**config.mk**
```make
export PLATFORM = sky130hd
export DESIGN_NAME = uart_fifo_mem
export DESIGN_NICKNAME = d
export VERILOG_FILES = /design/src/rtl/uart_fifo_mem.sv
export SDC_FILE = /design/constraint.sdc
export NUM_CORES = 1
export LEC_CHECK = 0
export BUFFER_PORTS_ARGS = -buffer_cell sky130_fd_sc_hd__buf_2
export CORE_MARGIN = 2
export CORE_UTILIZATION = 55
export DETAILED_ROUTE_END_ITERATION = 10
export GPL_TIMING_DRIVEN = 0
export PLACE_DENSITY = 0.73
export RECOVER_POWER = 25
export SKIP_LAST_GASP = 1
export SLEW_MARGIN = 10
export SYNTH_ARGS = -nofsm -noshare
export SYNTH_HDL_FRONTEND = slang
export SYNTH_SLANG_ARGS = --single-unit
export TNS_END_PERCENT = 30
```
**constraint.sdc**
```tcl
create_clock -name clk -period 14.95 [get_ports clk]
set_clock_uncertainty 0.15 [all_clocks]
set_input_delay 0 -clock clk [delete_from_list [all_inputs] [get_ports clk]]
set_output_delay 0 -clock clk [all_outputs]
set_load 0.01 [all_outputs]
```
**src/rtl/uart_fifo_mem.sv**
```systemverilog
// rtl/uart_fifo_mem.sv - memory-mapped 8-bit UART with TX/RX FIFOs, threshold interrupts and W1C error flags
// Optional UART_PARITY_EN adds register 0x20 PARITY ([0] enable, [1] odd) and a parity bit per frame.

module uart_fifo_mem_fifo #(
  parameter int DEPTH = 16
) (
  input  logic       clk,
  input  logic       rst_n,
  input  logic       push,
  input  logic [7:0] din,
  input  logic       pop,
  output logic [7:0] dout,
  output logic [8:0] count,
  output logic       drop
);
  localparam int AW = $clog2(DEPTH);

  logic [7:0]    mem [DEPTH];
  logic [AW-1:0] wptr, rptr;
  logic          full, empty, do_pop, do_push;

  assign full    = (count == 9'(DEPTH));
  assign empty   = (count == 9'd0);
  assign do_pop  = pop & ~empty;
  // A pop in the same cycle frees the slot a push into a full FIFO needs.
  assign do_push = push & (~full | do_pop);
  assign drop    = push & full & ~do_pop;
  assign dout    = mem[rptr];

  always_ff @(posedge clk) begin
    if (do_push) mem[wptr] <= din;
  end

  always_ff @(posedge clk or negedge rst_n) begin
    if (!rst_n) begin
      wptr  <= '0;
      rptr  <= '0;
      count <= '0;
    end else begin
      if (do_push) wptr <= wptr + AW'(1);
      if (do_pop)  rptr <= rptr + AW'(1);
      count <= count + 9'(do_push) - 9'(do_pop);
    end
  end
endmodule

module uart_fifo_mem #(
  parameter int ADDR_WIDTH = 32,
  parameter int DATA_WIDTH = 32,
  parameter int FIFO_DEPTH = 16,
  parameter int RESET_BAUD = 434
) (
  input  logic                  clk,
  input  logic                  rst_n,
  input  logic                  enable,
  input  logic                  wr_en,
  input  logic [ADDR_WIDTH-1:0] addr,
  input  logic [DATA_WIDTH-1:0] i_data,
  input  logic [3:0]            be,
  output logic                  ready,
  output logic [DATA_WIDTH-1:0] o_data,
  output logic                  irq,
  output logic                  bus_err,
  output logic                  tx_pin,
  input  logic                  rx_pin
);
`ifdef UART_PARITY_EN
  localparam logic [6:0] LIMIT = 7'h20;
`else
  localparam logic [6:0] LIMIT = 7'h1C;
`endif

  typedef enum logic [2:0] {S_IDLE, S_START, S_DATA, S_PARITY, S_STOP} uart_state_t;

  logic [15:0] div, div_eff;
  logic [2:0]  int_en, pend, w1c;
  logic [7:0]  thresh, thresh_eff, status;
  logic [1:0]  par_cfg;
  logic        rx_ovr, tx_ovf, par_err, tx_empty_d, par_evt;

  logic [8:0]  tx_count, rx_count;
  logic [7:0]  tx_dout, rx_dout, rx_byte;
  logic        tx_pop, tx_drop, rx_push, rx_pop, rx_drop, tx_push;
  logic        tx_empty_st, tx_full, rx_hit;

  logic [5:0]  off;
  logic [3:0]  reg_sel;
  logic [1:0]  sz;
  logic        be_ok, acc, acc_err, wr_ok, rd_ok;
  logic [6:0]  last;
  logic [15:0] rd_word, rd_sh, rd_val;
  logic        unused_bits;

  function automatic logic [7:0] lvl8(input logic [8:0] c);
    return c[8] ? 8'hFF : c[7:0];
  endfunction

  assign unused_bits = ^i_data[DATA_WIDTH-1:16];

  // ---------------- bus decode ----------------
  assign off     = addr[5:0];
  assign reg_sel = off[5:2];

  always_comb begin
    sz    = 2'd0;
    be_ok = 1'b1;
    case (be)
      4'b0001: sz = 2'd0;
      4'b0011: sz = 2'd1;
      4'b1111: sz = 2'd2;
      default: be_ok = 1'b0;
    endcase
  end

  assign last    = {1'b0, off} + ((sz == 2'd2) ? 7'd3 : (sz == 2'd1) ? 7'd1 : 7'd0);
  assign acc_err = ~be_ok | ((sz == 2'd1) & off[0]) | ((sz == 2'd2) & (off[1:0] != 2'b00)) |
                   (|addr[ADDR_WIDTH-1:6]) | ({1'b0, off} > LIMIT) | (last > LIMIT + 7'd3);
  assign acc     = enable & ~ready;
  // Sub-word writes above lane 0 only touch reserved bits and are ignored.
  assign wr_ok   = acc & ~acc_err & wr_en & (off[1:0] == 2'b00);
  assign rd_ok   = acc & ~acc_err & ~wr_en;
  assign w1c     = (wr_ok && reg_sel == 4'd5) ? i_data[2:0] : 3'b000;
  assign tx_push = wr_ok && reg_sel == 4'd3;
  assign rx_pop  = rd_ok && reg_sel == 4'd3 && off[1:0] == 2'b00;

  assign tx_full    = (tx_count == 9'(FIFO_DEPTH));
  assign thresh_eff = (thresh == 8'd0) ? 8'd1 : thresh;
  assign rx_hit     = (rx_count >= {1'b0, thresh_eff});
  assign status     = {2'b00, par_err, tx_ovf, rx_ovr, tx_full, tx_empty_st, (rx_count != 9'd0)};
  assign irq        = |(pend & int_en);

  always_comb begin
    rd_word = 16'h0000;
    case (reg_sel)
      4'd0: rd_word = div;
      4'd1: rd_word = {8'h00, div[15:8]};
      4'd2: rd_word = {8'h00, status};
      4'd3: rd_word = (rx_count != 9'd0) ? {8'h00, rx_dout} : 16'h0000;
      4'd4: rd_word = {13'h0000, int_en};
      4'd5: rd_word = {13'h0000, pend};
      4'd6: rd_word = {lvl8(tx_count), lvl8(rx_count)};
      4'd7: rd_word = {8'h00, thresh};
`ifdef UART_PARITY_EN
      4'd8: rd_word = {14'h0000, par_cfg};
`endif
      default: rd_word = 16'h0000;
    endcase
  end

  assign rd_sh  = rd_word >> {off[1:0], 3'b000};
  assign rd_val = (sz == 2'd0) ? {8'h00, rd_sh[7:0]} : rd_sh;

`ifndef UART_PARITY_EN
  assign par_cfg = 2'b00;
`endif

  always_ff @(posedge clk or negedge rst_n) begin
    if (!rst_n) begin
      ready      <= 1'b0;
      bus_err    <= 1'b0;
      o_data     <= '0;
      div        <= 16'(RESET_BAUD);
      int_en     <= '0;
      pend       <= '0;
      thresh     <= 8'd1;
      rx_ovr     <= 1'b0;
      tx_ovf     <= 1'b0;
      par_err    <= 1'b0;
      tx_empty_d <= 1'b1;
`ifdef UART_PARITY_EN
      par_cfg    <= 2'b00;
`endif
    end else begin
      ready   <= acc;
      bus_err <= acc & acc_err;
      o_data  <= rd_ok ? {{(DATA_WIDTH-16){1'b0}}, rd_val} : '0;
      if (wr_ok) begin
        case (reg_sel)
          4'd0: begin
            div[7:0] <= i_data[7:0];
            if (sz != 2'd0) div[15:8] <= i_data[15:8];
          end
          4'd1: div[15:8] <= i_data[7:0];
          4'd4: int_en    <= i_data[2:0];
          4'd7: thresh    <= i_data[7:0];
`ifdef UART_PARITY_EN
          4'd8: par_cfg   <= i_data[1:0];
`endif
          default: ;
        endcase
      end
      // New events win over a simultaneous clear so nothing is lost.
      pend <= (pend & ~w1c) | {(rx_drop | tx_drop | par_evt), (tx_empty_st & ~tx_empty_d), rx_hit};
      tx_empty_d <= tx_empty_st;
      rx_ovr     <= (rx_ovr & ~w1c[2]) | rx_drop;
      tx_ovf     <= (tx_ovf & ~w1c[2]) | tx_drop;
      par_err    <= (par_err & ~w1c[2]) | par_evt;
    end
  end

  uart_fifo_mem_fifo #(.DEPTH(FIFO_DEPTH)) u_tx_fifo (
    .clk(clk), .rst_n(rst_n), .push(tx_push), .din(i_data[7:0]), .pop(tx_pop),
    .dout(tx_dout), .count(tx_count), .drop(tx_drop)
  );

  uart_fifo_mem_fifo #(.DEPTH(FIFO_DEPTH)) u_rx_fifo (
    .clk(clk), .rst_n(rst_n), .push(rx_push), .din(rx_byte), .pop(rx_pop),
    .dout(rx_dout), .count(rx_count), .drop(rx_drop)
  );

  assign div_eff = (div < 16'd2) ? 16'd2 : div;

  // ---------------- transmitter ----------------
  uart_state_t tx_st;
  logic [15:0] tx_cnt, tx_div;
  logic [2:0]  tx_bit;
  logic [7:0]  tx_sh;
  logic        tx_par, tx_end;

  assign tx_end      = (tx_cnt == tx_div - 16'd1);
  assign tx_pop      = (tx_st == S_IDLE || (tx_st == S_STOP && tx_end)) && tx_count != 9'd0;
  assign tx_empty_st = (tx_count == 9'd0) && (tx_st == S_IDLE);

  always_ff @(posedge clk or negedge rst_n) begin
    if (!rst_n) begin
      tx_st  <= S_IDLE;
      tx_pin <= 1'b1;
      tx_cnt <= '0;
      tx_div <= 16'd2;
      tx_bit <= '0;
      tx_sh  <= '0;
      tx_par <= 1'b0;
    end else begin
      tx_cnt <= tx_end ? 16'd0 : tx_cnt + 16'd1;
      if (tx_pop) begin
        tx_st  <= S_START;
        tx_pin <= 1'b0;
        tx_cnt <= '0;
        tx_div <= div_eff;
        tx_sh  <= tx_dout;
        tx_bit <= '0;
        tx_par <= ^tx_dout;
      end else begin
        case (tx_st)
          S_IDLE: tx_cnt <= '0;
          S_START: if (tx_end) begin
            tx_st  <= S_DATA;
            tx_pin <= tx_sh[0];
          end
          S_DATA: if (tx_end) begin
            if (tx_bit == 3'd7) begin
              tx_st  <= par_cfg[0] ? S_PARITY : S_STOP;
              tx_pin <= par_cfg[0] ? (tx_par ^ par_cfg[1]) : 1'b1;
            end else begin
              tx_bit <= tx_bit + 3'd1;
              tx_sh  <= tx_sh >> 1;
              tx_pin <= tx_sh[1];
            end
          end
          S_PARITY: if (tx_end) begin
            tx_st  <= S_STOP;
            tx_pin <= 1'b1;
          end
          S_STOP: if (tx_end) tx_st <= S_IDLE;
          default: tx_st <= S_IDLE;
        endcase
      end
    end
  end

  // ---------------- receiver ----------------
  uart_state_t rx_st;
  logic [15:0] rx_cnt, rx_div;
  logic [2:0]  rx_bit;
  logic [7:0]  rx_sh;
  logic        rx_meta, rx_s, rx_pbit, rx_end, rx_half;

  assign rx_end  = (rx_cnt == rx_div - 16'd1);
  assign rx_half = (rx_cnt == (rx_div >> 1) - 16'd1);

  always_ff @(posedge clk or negedge rst_n) begin
    if (!rst_n) begin
      rx_meta <= 1'b1;
      rx_s    <= 1'b1;
      rx_st   <= S_IDLE;
      rx_cnt  <= '0;
      rx_div  <= 16'd2;
      rx_bit  <= '0;
      rx_sh   <= '0;
      rx_pbit <= 1'b0;
      rx_push <= 1'b0;
      rx_byte <= '0;
      par_evt <= 1'b0;
    end else begin
      rx_meta <= rx_pin;
      rx_s    <= rx_meta;
      rx_push <= 1'b0;
      par_evt <= 1'b0;
      rx_cnt  <= rx_cnt + 16'd1;
      case (rx_st)
        S_IDLE: begin
          rx_cnt <= '0;
          if (!rx_s) begin
            rx_st  <= S_START;
            rx_div <= div_eff;
          end
        end
        // Start bit must still be low at mid-bit, otherwise it was a glitch.
        S_START: if (rx_half) begin
          rx_cnt <= '0;
          rx_bit <= '0;
          rx_st  <= rx_s ? S_IDLE : S_DATA;
        end
        S_DATA: if (rx_end) begin
          rx_cnt <= '0;
          rx_sh  <= {rx_s, rx_sh[7:1]};
          if (rx_bit == 3'd7) rx_st <= par_cfg[0] ? S_PARITY : S_STOP;
          else rx_bit <= rx_bit + 3'd1;
        end
        S_PARITY: if (rx_end) begin
          rx_cnt  <= '0;
          rx_pbit <= rx_s;
          rx_st   <= S_STOP;
        end
        S_STOP: if (rx_end) begin
          rx_cnt <= '0;
          rx_st  <= S_IDLE;
          if (rx_s) begin
            rx_push <= 1'b1;
            rx_byte <= rx_sh;
            par_evt <= par_cfg[0] & (rx_pbit ^ (^rx_sh) ^ par_cfg[1]);
          end
        end
        default: rx_st <= S_IDLE;
      endcase
    end
  end
endmodule

```
Word-level counts from Yosys, hierarchy flattened
Memory sizes are Yosys's and may differ from the RTL's.
Cells that the tools add are included.
W data, S select, Z words.
{ "word_totals": {"regBits": 190, "inputBits": 73, "n_memories": 2, "ramBits": 256, "out_inout_bits": 36, "word_cells": 247} }
{ "op_classes": {"n_shift": 1, "n_mux": 61, "n_eq_ne": 42, "n_addsub": 16, "n_bitwise": 47, "n_lt_le_gt_ge": 4, "reduce_logical": 41} }
{ "memory_table": {"columns": ["name", "words", "word_bits", "rd", "rd_clocked_by_memory_dff", "wr", "line", "source"], "rows": [
  ["u_rx_fifo.mem", 16, 8, 1, 0, 1, "18", "logic [7:0] mem [DEPTH];"],
  ["u_tx_fifo.mem", 16, 8, 1, 0, 1, "18", null]
]} }
{ "ops": {"columns": ["op", "n"], "rows": [
  ["$mux W16", 8],
  ["$pmux W16 S8", 1],
  ["$mux W8", 9],
  ["$mux W3", 20],
  ["$eq A16 B16 Y1", 3],
  ["$pmux W16 S3", 1],
  ["$add A16 B1 Y16 const B", 2],
  ["$sub A16 B1 Y16 const B", 2],
  ["$pmux W3 S5", 2],
  ["$reduce_or A26 Y1", 1],
  ["$and A1 B1 Y1", 20],
  ["$add A9 B1 Y9", 2],
  ["$eq A9 B5 Y1 const B", 2],
  ["$logic_not A9 Y1", 2],
  ["$reduce_bool A9 Y1", 2],
  ["$sub A9 B1 Y9", 2],
  ["$add A4 B1 Y4 const B", 4],
  ["$eq A4 B3 Y1 const B", 4],
  ["$lt A16 B2 Y1 const B", 1],
  ["$ne A2 B2 Y1 const B", 8],
  ["$pmux W8 S2", 1],
  ["$shr A16 B5 Y16", 1],
  ["$sub A15 B1 Y16 const B", 1],
  ["$ne A3 B2 Y1 const B", 5],
  ["other kinds (37)", 108]
]} }

Logic depth before layout (Yosys ltp)
Gate-level depths: netlist of run 1.
{ "logic_depth": {"word_depth": 19, "depth_mapped": 24, "ltp_nobuf": 22} }

Cells and area by module
Synthesis of run 1 repeated with hierarchy kept, for this count alone.
{ "unflattened": {"hier_cells": 1618, "area_unflattened_um2": 21617.0} }
{ "by_module_without_submodules": {"columns": ["mod", "area_per_inst_um2", "cells_each", "seq_area_each_um2", "n_inst"], "rows": [
  ["uart_fifo_mem", 9400.3, 966, 3918.8, 1],
  ["uart_fifo_mem_fifo at u_rx_fifo", 6130.9, 330, 4269.1, 1],
  ["uart_fifo_mem_fifo at u_tx_fifo", 6085.8, 322, 4269.1, 1]
]} }

Least setup slack after synthesis of run 1
Ideal clock, no wire load.
{ "synth_timing": {"path_kind": "register -> register", "startpoint": "reg tx_div[0]", "endpoint": "reg u_tx_fifo.count[8]", "arrival_time_ns": 4.477, "setup_ns": 0.125, "required_time_ns": 14.675, "setup_slack_ns": 10.197, "stages_incl_launch_ff": 25, "path_buffers": 2, "synth_period_minus_slack_ns": 4.753, "cell_sequence": "dfrtp_1 inv_1 ha_1 nor3b_1 nand3_1 a2111o_1 nor3b_1 nand3_1 a21o_1 inv_1 buf_4 buf_2 ha_1 inv_1 ha_1 inv_1 fa_1 nand2b_1 a21oi_1 o21ai_0 a21oi_1 o21ai_0 a21oi_1 nor2_1 xor2_1"} }
{ "synth_via": {"elab_chain_len": 10} }
{ "synth_lines": {"columns": ["item", "line", "source"], "rows": [
  ["start, declared", "215", "logic [15:0] tx_cnt, tx_div;"],
  ["start signal, assigned", "239", "tx_div <= div_eff;"],
  ["$sub A16 B1 Y16 (*)", "220", "assign tx_end = (tx_cnt == tx_div - 16'd1);"],
  ["$eq A16 B16 Y1 (*)", "220", null],
  ["$logic_and A1 B1 Y1 (*)", "221", "assign tx_pop = (tx_st == S_IDLE || (tx_st == S_STOP && tx_end)) && tx_count != 9'd0;"],
  ["$logic_or A1 B1 Y1 (*)", "221", null],
  ["$logic_and A1 B1 Y1 (*)", "221", null],
  ["named net tx_pop", "83", "logic tx_pop, tx_drop, rx_push, rx_pop, rx_drop, tx_push;"],
  ["$and A1 B1 Y1 (*)", "24", "assign do_pop = pop & ~empty;"],
  ["$or A1 B1 Y1", "26", "assign do_push = push & (~full | do_pop);"],
  ["$and A1 B1 Y1", "26", null],
  ["$add A9 B1 Y9", "42", "count <= count + 9'(do_push) - 9'(do_pop);"],
  ["$sub A9 B1 Y9 (*)", "42", null],
  ["end signal, assigned", "42", null],
  ["end, declared", "13", "output logic [8:0] count,"]
]} }
Mark *: on every way through the listed nets, which the timed path passes. The rest lies on a longest branch.
A chain may end at the register's enable or synchronous reset.

Worst setup path in the final report of run 1
Ends and elaborated chain as after synthesis.

==> summary.txt, run 1 <==
outcome - complete, but fails checks
violated checks - max-capacitance violations, max-slew violations
Final Hold Vio Count - 0
initial DRC count - 1,150
VDD IR max - 103.2 µV
Bufs on Longest Clock Path - 3
CTS tree - built
CTS clk-pin slew, worst paths - 0.06 ns
First-pass DRT Iterations - 5
Multi-input gate area - 8175 µm²
sw frac - 24.57%
DP HPWL - 33,700 µm
CTS H-tree depth - 2
clock network fraction of total power - 41.0%
DR top layer - met5
vias in the first global route - 13,720
top cell type's share of synthesized area - 36.13%
relative slew slack - -149.2%
Syn Area/Cell - 13.09 µm²
worst min path class - primary input to flop
R2R depth - 24
Power Internal - 2186 µW
Yosys cell types - 83
WL per Instance - 20.72 µm
initial antenna violation count - 2
fin crit share - 39.55%
Tot GR Track Use - 24.87%
synthesized area - 21,280 µm²
Seq pwr share - 48.1%
clock sink count - 446
DRC Markers - 0
Synth area leaders - edfxtp_1 36%, dfrtp_1 21%, mux4_2 6.6%
count of final setup violators - 0
crit path DAT - 6.24 ns
Reg area - 12,460 µm²
post-synthesis sequential area ratio - 58.54%
combinational power share - 10.9%
first-pass GRT wire length - 77,340 µm
most frequent cells in the layout - 256 x edfxtp_1, 178 x dfrtp_1, 120 x nand2_1
Pleak - 0.009931 µW
post-CTS sizing - 0
Congestion Overflow GR - 0
Worst-Margin Slew - 3.738 ns
fin. max-slew vios - 115
Post-DRT Antenna Nets - 0
Net count, final - 1,942
Die W - 200.7 µm
WP data required - 15.27 ns
CORE AREA - 38,380 µm²
Tmin final - 5.913 ns
Net Switching - 711.8 µW
Peak Freq - 0.1691 GHz
commonest non-fill, non-tap cell in the layout - edfxtp_1
number of synthesized flops with an enable pin - 256
row count - 72
Total Power Consumption - 2897 µW
Synth async-reset ratio - 42.60%
RSZ-0062 raised after global routing - no
IO Pins - 109
Primary FF master, synth - edfxtp_1
FF+latch count, synth - 446
YS warnings - 0
Buffers on Ports - 75
Crit. End Element - flop
cell count after synthesis - 1,625
GPL Wtd Cong - 0.8937
metal3 WL - 3081 µm
Die Area - 40,280 µm²
crit start category - flop
power density over the cells - 118.5 nW/µm²
vias per cell - 5.803
Synth area leader - edfxtp_1
Area growth, synth to finish - 14.94%
Starting Density - 55.44%
WL met1 - 20,810 µm
Fill cells - 2,923
final wirelength - 49,010 µm
met2 routed WL - 23,290 µm
layout cell share with drive strength beyond 1 - 18.09%
total CTS buffers - 45
largest net degree at the start of global routing - 76
clock root cell - clkbuf_16
MaxCap Viol Count - 2
hold-critical path depth - 4
Setup TNS - 0 ns
Worst-Skew Late Latency - 0.60 ns
critical path class - flop to flop
Vias - 13,720
Die Y - 200.7 µm
CP max FO - 10
## final timing paths
check,startpoint,end,slack [ns]
hold reg to reg,rx_meta,rx_s,0.20
setup reg to reg,tx_div[0],u_tx_fifo.count[8],9.04
setup / recovery,tx_div[0],u_tx_fifo.count[8],9.04
max in group asynchronous,rst_n,div[6],10.36
hold / removal,enable,ready,0.06
min in group asynchronous,rst_n,rx_s,0.70
## synthesized netlist by cell type (7+ instances only)
cell type	instances
edfxtp_1	256
dfrtp_1	178
nand2_1	120
nor2_1	109
inv_1	68
xnor2_1	64
mux4_2	62
ha_1	58
mux2_2	56
a21oi_1	53
clkbuf_1	52
xor2_1	48
o21ai_0	43
mux2i_1	42
nand3_1	41
nor3_1	27
and3_1	21
and2_1	19
nand4_1	18
buf_2	17
buf_4	17
nand2b_1	17
nor4_1	16
o221ai_1	13
a21o_1	12
dfstp_2	12
buf_1	11
nor2b_1	10
nor4b_1	10
a221oi_1	9
or3_1	9
or4_1	9
a2bb2oi_1	7
o22ai_1	7
## critical path, stage by stage (launching register included)
cell and delay [ns]:
dfrtp_1 0.43, inv_1 0.11, ha_1 0.20, nor3b_1 0.69, nand3_1 0.14, a2111o_1 0.47
nor3b_1 0.36, nand3_1 0.35, a21o_1 0.28, inv_1 0.07, buf_4 0.19, buf_2 0.30
ha_1 0.28, inv_1 0.06, ha_1 0.15, inv_1 0.06, fa_1 0.40, nand2b_1 0.16
a21oi_1 0.18, o21ai_0 0.10, a21oi_1 0.19, o21ai_0 0.10, a21oi_1 0.17, nor2_1 0.08
xor2_1 0.14
## cell type report
class / instances / share of cell area, %
clock inverters: 22 / 1.100
clock buffers: 62 / 5.454
well taps: 518 / 2.650
repair buffers: 122 / 3.433
multi-input cells: 1026 / 33.43
diodes: 1 / 0.01023
plain buffers: 99 / 1.929
inverters: 69 / 1.059
flip-flops and latches: 446 / 50.94
## state kept, by name, indices dropped and copies added (netlist names), 8 cells and up
name,count
u_rx_fifo.mem,128
u_tx_fifo.mem,128
div,16
o_data,16
rx_cnt,16
rx_div,16
tx_cnt,16
tx_div,16
u_rx_fifo.count,9
u_tx_fifo.count,9
rx_byte,8
rx_sh,8
thresh,8
tx_sh,8
## stage by stage
stage	util, %	setup WS [ns]	area, µm²	hold WS, ns	instances
after floorplan	-	10.20	21330	-0.4456	1640
after global placement	58.26	9.194	22360	-0.04508	2233
after detailed placement	58.43	9.158	22420	-0.2130	2235
after CTS	63.82	9.127	24490	0.04205	2364
after global routing	63.73	8.658	24460	0.06972	2365
final	63.73	9.037	24460	0.06154	2365
## logic make-up (layout without fill, tap and decap cells)
family                   count (synthesis)  count (layout)  synth area share [%]
AO/OA/AOI/OAI                          207             207                 6.662
flip-flops                             446             446                 58.54
XOR/XNOR                               112             112                 4.610
multiplexers                           160             160                 11.50
adder cells (fa/ha/maj)                 60              60                 3.599
other                                    1              17               0.01762
buffers and inverters                  168             374                 3.434
AND/OR/NAND/NOR                        471             471                 11.63
## timing repair
action | in CTS | in global routing
endpoints found under the hold margin | 369 | 0
setup endpoints to repair | 0 | 0
buffers inserted | 0 | 0
hold buffers | 45 | 0
## routing by layer
layer | track usage (%) | vias to the layer above
met5 | 0 | -
met4 | 9.577 | 2
met3 | 4.919 | 105
met2 | 40.15 | 459
met1 | 33.67 | 6807
li1 | - | 6351
## power groups by stage
| stage | Sequential, µW | Clock [µW] | Combinational [µW] |
|---|---|---|---|
| after global routing | 1400 | 1250 | 356 |
| after floorplan | 1400 | 0 | 221 |
| final | 1390 | 1190 | 315 |
| after detailed placement | 1420 | 0 | 304 |
| after global placement | 1420 | 0 | 293 |
| after CTS | 1390 | 1210 | 317 |
(Power assumes the default switching activity.)
==> inputs of run 2 (changes only) <==
Clock period 14.95 ns to 5.75 ns, I/O delays scaled along.
==> summary.txt, run 2 (synthesis results as in run 1) <==
Final Hold Vio Count - 0 (unchanged)
setup bufs post-CTS - 0 (unchanged)
first-pass GRT wire length - 77,350 µm (was 77,340 µm)
total CTS buffers - 45 (unchanged)
initial antenna violation count - 2 (unchanged)
Worst-Skew Late Latency - 0.59 ns (was 0.60 ns)
MaxCap Viol Count - 2 (unchanged)
R2R depth - 24 (unchanged)
largest registers - u_rx_fifo.mem (128), u_tx_fifo.mem (128) (unchanged)
fin crit share - 92.60% (was 39.55%)
worst min path class - primary input to flop (unchanged)
dpl cell area - 22,420 µm² (unchanged)
commonest non-fill, non-tap cell in the layout - edfxtp_1 (unchanged)
Area growth, synth to finish - 15.04% (was 14.94%)
Die Y - 200.7 µm (unchanged)
vias in the first global route - 13,720 (unchanged)
Pleak - 0.009946 µW (was 0.009931 µW)
Post-DRT Antenna Nets - 0 (unchanged)
count of final setup violators - 0 (unchanged)
Tmin final - 5.325 ns (was 5.913 ns)
Global Route met3 Usage - 4.919% (unchanged)
met2 Use GR - 40.15% (unchanged)
final core utilization - 63.78% (was 63.73%)
Die W - 200.7 µm (unchanged)
critical path class - flop to flop (unchanged)
outcome - complete, but fails checks (unchanged)
WHS - 0.06264 ns (was 0.06154 ns)
final wirelength - 49,020 µm (was 49,010 µm)
most frequent cells in the layout - 256 x edfxtp_1, 178 x dfrtp_1, 120 x nand2_1 (unchanged)
vias per cell - 5.816 (was 5.803)
fin. max-slew vios - 115 (unchanged)
GPL Wtd Cong - 0.8937 (unchanged)
violated checks - max-capacitance violations, max-slew violations (unchanged)
met1 usage - 33.67% (unchanged)
Cells after DPL - 2,235 (unchanged)
First-pass DRT Iterations - 5 (unchanged)
row count - 72 (unchanged)
CTS H-tree depth - 2 (unchanged)
clock sink count - 446 (unchanged)
Net count, final - 1,942 (unchanged)
largest net degree at the start of global routing - 76 (unchanged)
CP max FO - 10 (unchanged)
Bufs on Longest Clock Path - 3 (unchanged)
Peak Freq - 0.1878 GHz (was 0.1691 GHz)
DP HPWL - 33,700 µm (unchanged)
WL per Instance - 20.73 µm (was 20.72 µm)
layout cell share with drive strength beyond 1 - 18.26% (was 18.09%)
hold-critical path depth - 4 (unchanged)
DRC Markers - 0 (unchanged)
WP data required - 6.07 ns (was 15.27 ns)
crit path DAT - 5.65 ns (was 6.24 ns)
CTS tree - built (unchanged)
CTS clk-pin slew, worst paths - 0.06 ns (about the same)
RSZ-0062 raised after global routing - no (unchanged)
Total Power Consumption - 7534 µW (was 2897 µW)
Crit. End Element - flop (unchanged)
CORE AREA - 38,380 µm² (unchanged)
layer carrying the most global-route usage - met2 (unchanged)
Buffers on Ports - 75 (unchanged)
crit start category - flop (unchanged)
VDD IR max - 269.1 µV (was 103.2 µV)
power density over the cells - 307.8 nW/µm² (was 118.5 nW/µm²)
Congestion Overflow GR - 0 (unchanged)
Worst-Margin Slew - 3.755 ns (was 3.738 ns)
Non-Filler Instances - 2,365 (unchanged)
Vias - 13,750 (was 13,720)
IO Pins - 109 (unchanged)
Starting Density - 55.44% (unchanged)
Die Area - 40,280 µm² (unchanged)
relative slew slack - -150.3% (was -149.2%)
clock root cell - clkbuf_16 (unchanged)
Tot GR Track Use - 24.87% (unchanged)
fin area - 24,480 µm² (was 24,460 µm²)
initial DRC count - 1,104 (was 1,150)
run 2: changes by cell type in the layout (fill, tap and decap cells not counted):
cell and change:
nand3_1 -1, nand3_2 +1, nor3b_1 -2, nor3b_2 +1
nor3b_4 +1
run 2: worst paths after layout:
kind | slack [ns] | endpoint | startpoint
min | 0.06 | ready | enable
max | 0.43 | u_tx_fifo.count[8] | tx_div[0]
max reg2reg | 0.43 | u_tx_fifo.count[8] | tx_div[0]
max in group asynchronous | 1.15 | tx_div[15] | rst_n
min in group asynchronous | 0.70 | rx_s | rst_n
min reg2reg | 0.20 | rx_s | rx_meta
run 2: final cells by class:
class / count / area [µm²]
Fill cell: 2921 / 13900
Sequential cell: 446 / 12460
Multi-Input combinational cell: 1026 / 8197
Clock buffer: 62 / 1334
Timing Repair Buffer: 122 / 839.6
Tap cell: 518 / 648.1
Buffer: 99 / 471.7
Clock inverter: 22 / 269.0
Inverter: 69 / 259.0
Antenna cell: 1 / 2.502
run 2: power by group:
group	total [µW]	internal (µW)	leakage, µW	switching (µW)
clock	3090	1820	0.000781	1270
combinational	818	347	0.00431	471
sequential	3620	3510	0.00486	109
total	7530	5680	0.00995	1850
run 2: worst max-delay path, stage by stage (launching register included):
cell      delay, ns
dfrtp_1        0.44
inv_1          0.11
ha_1           0.20
or3b_2         0.50
nor3_1         0.22
nand4b_1       0.16
a32oi_1        0.36
nand3_2        0.23
a21o_1         0.24
inv_1          0.07
buf_4          0.19
buf_2          0.30
ha_1           0.28
inv_1          0.06
ha_1           0.15
inv_1          0.05
fa_1           0.40
nand2b_1       0.16
a21oi_1        0.18
o21ai_0        0.10
a21oi_1        0.19
o21ai_0        0.10
a21oi_1        0.17
nor2_1         0.07
xor2_1         0.13
run 2: metal layers:
metal	vias to the layer above	wire (µm)
met1	6854	20840
met2	438	23420
li1	6346	-
met5	-	11
met3	114	2817
met4	2	1923
run 2: metrics by stage:
step	setup WS [ns]	TNS [ns]
after floorplan	0.9975	0
after detailed placement	-0.04219	-0.04219
final	0.4253	0
after global routing	0.07885	0
after CTS	0.08677	0
after global placement	-0.005714	-0.005714
run 2: what timing repair did:
action                     in CTS  in global routing
pin swaps                       0                  1
gates resized for setup         1                  3
hold buffers                   45                  0
hold endpoints to repair      369                  0
setup endpoints to repair       1                  1
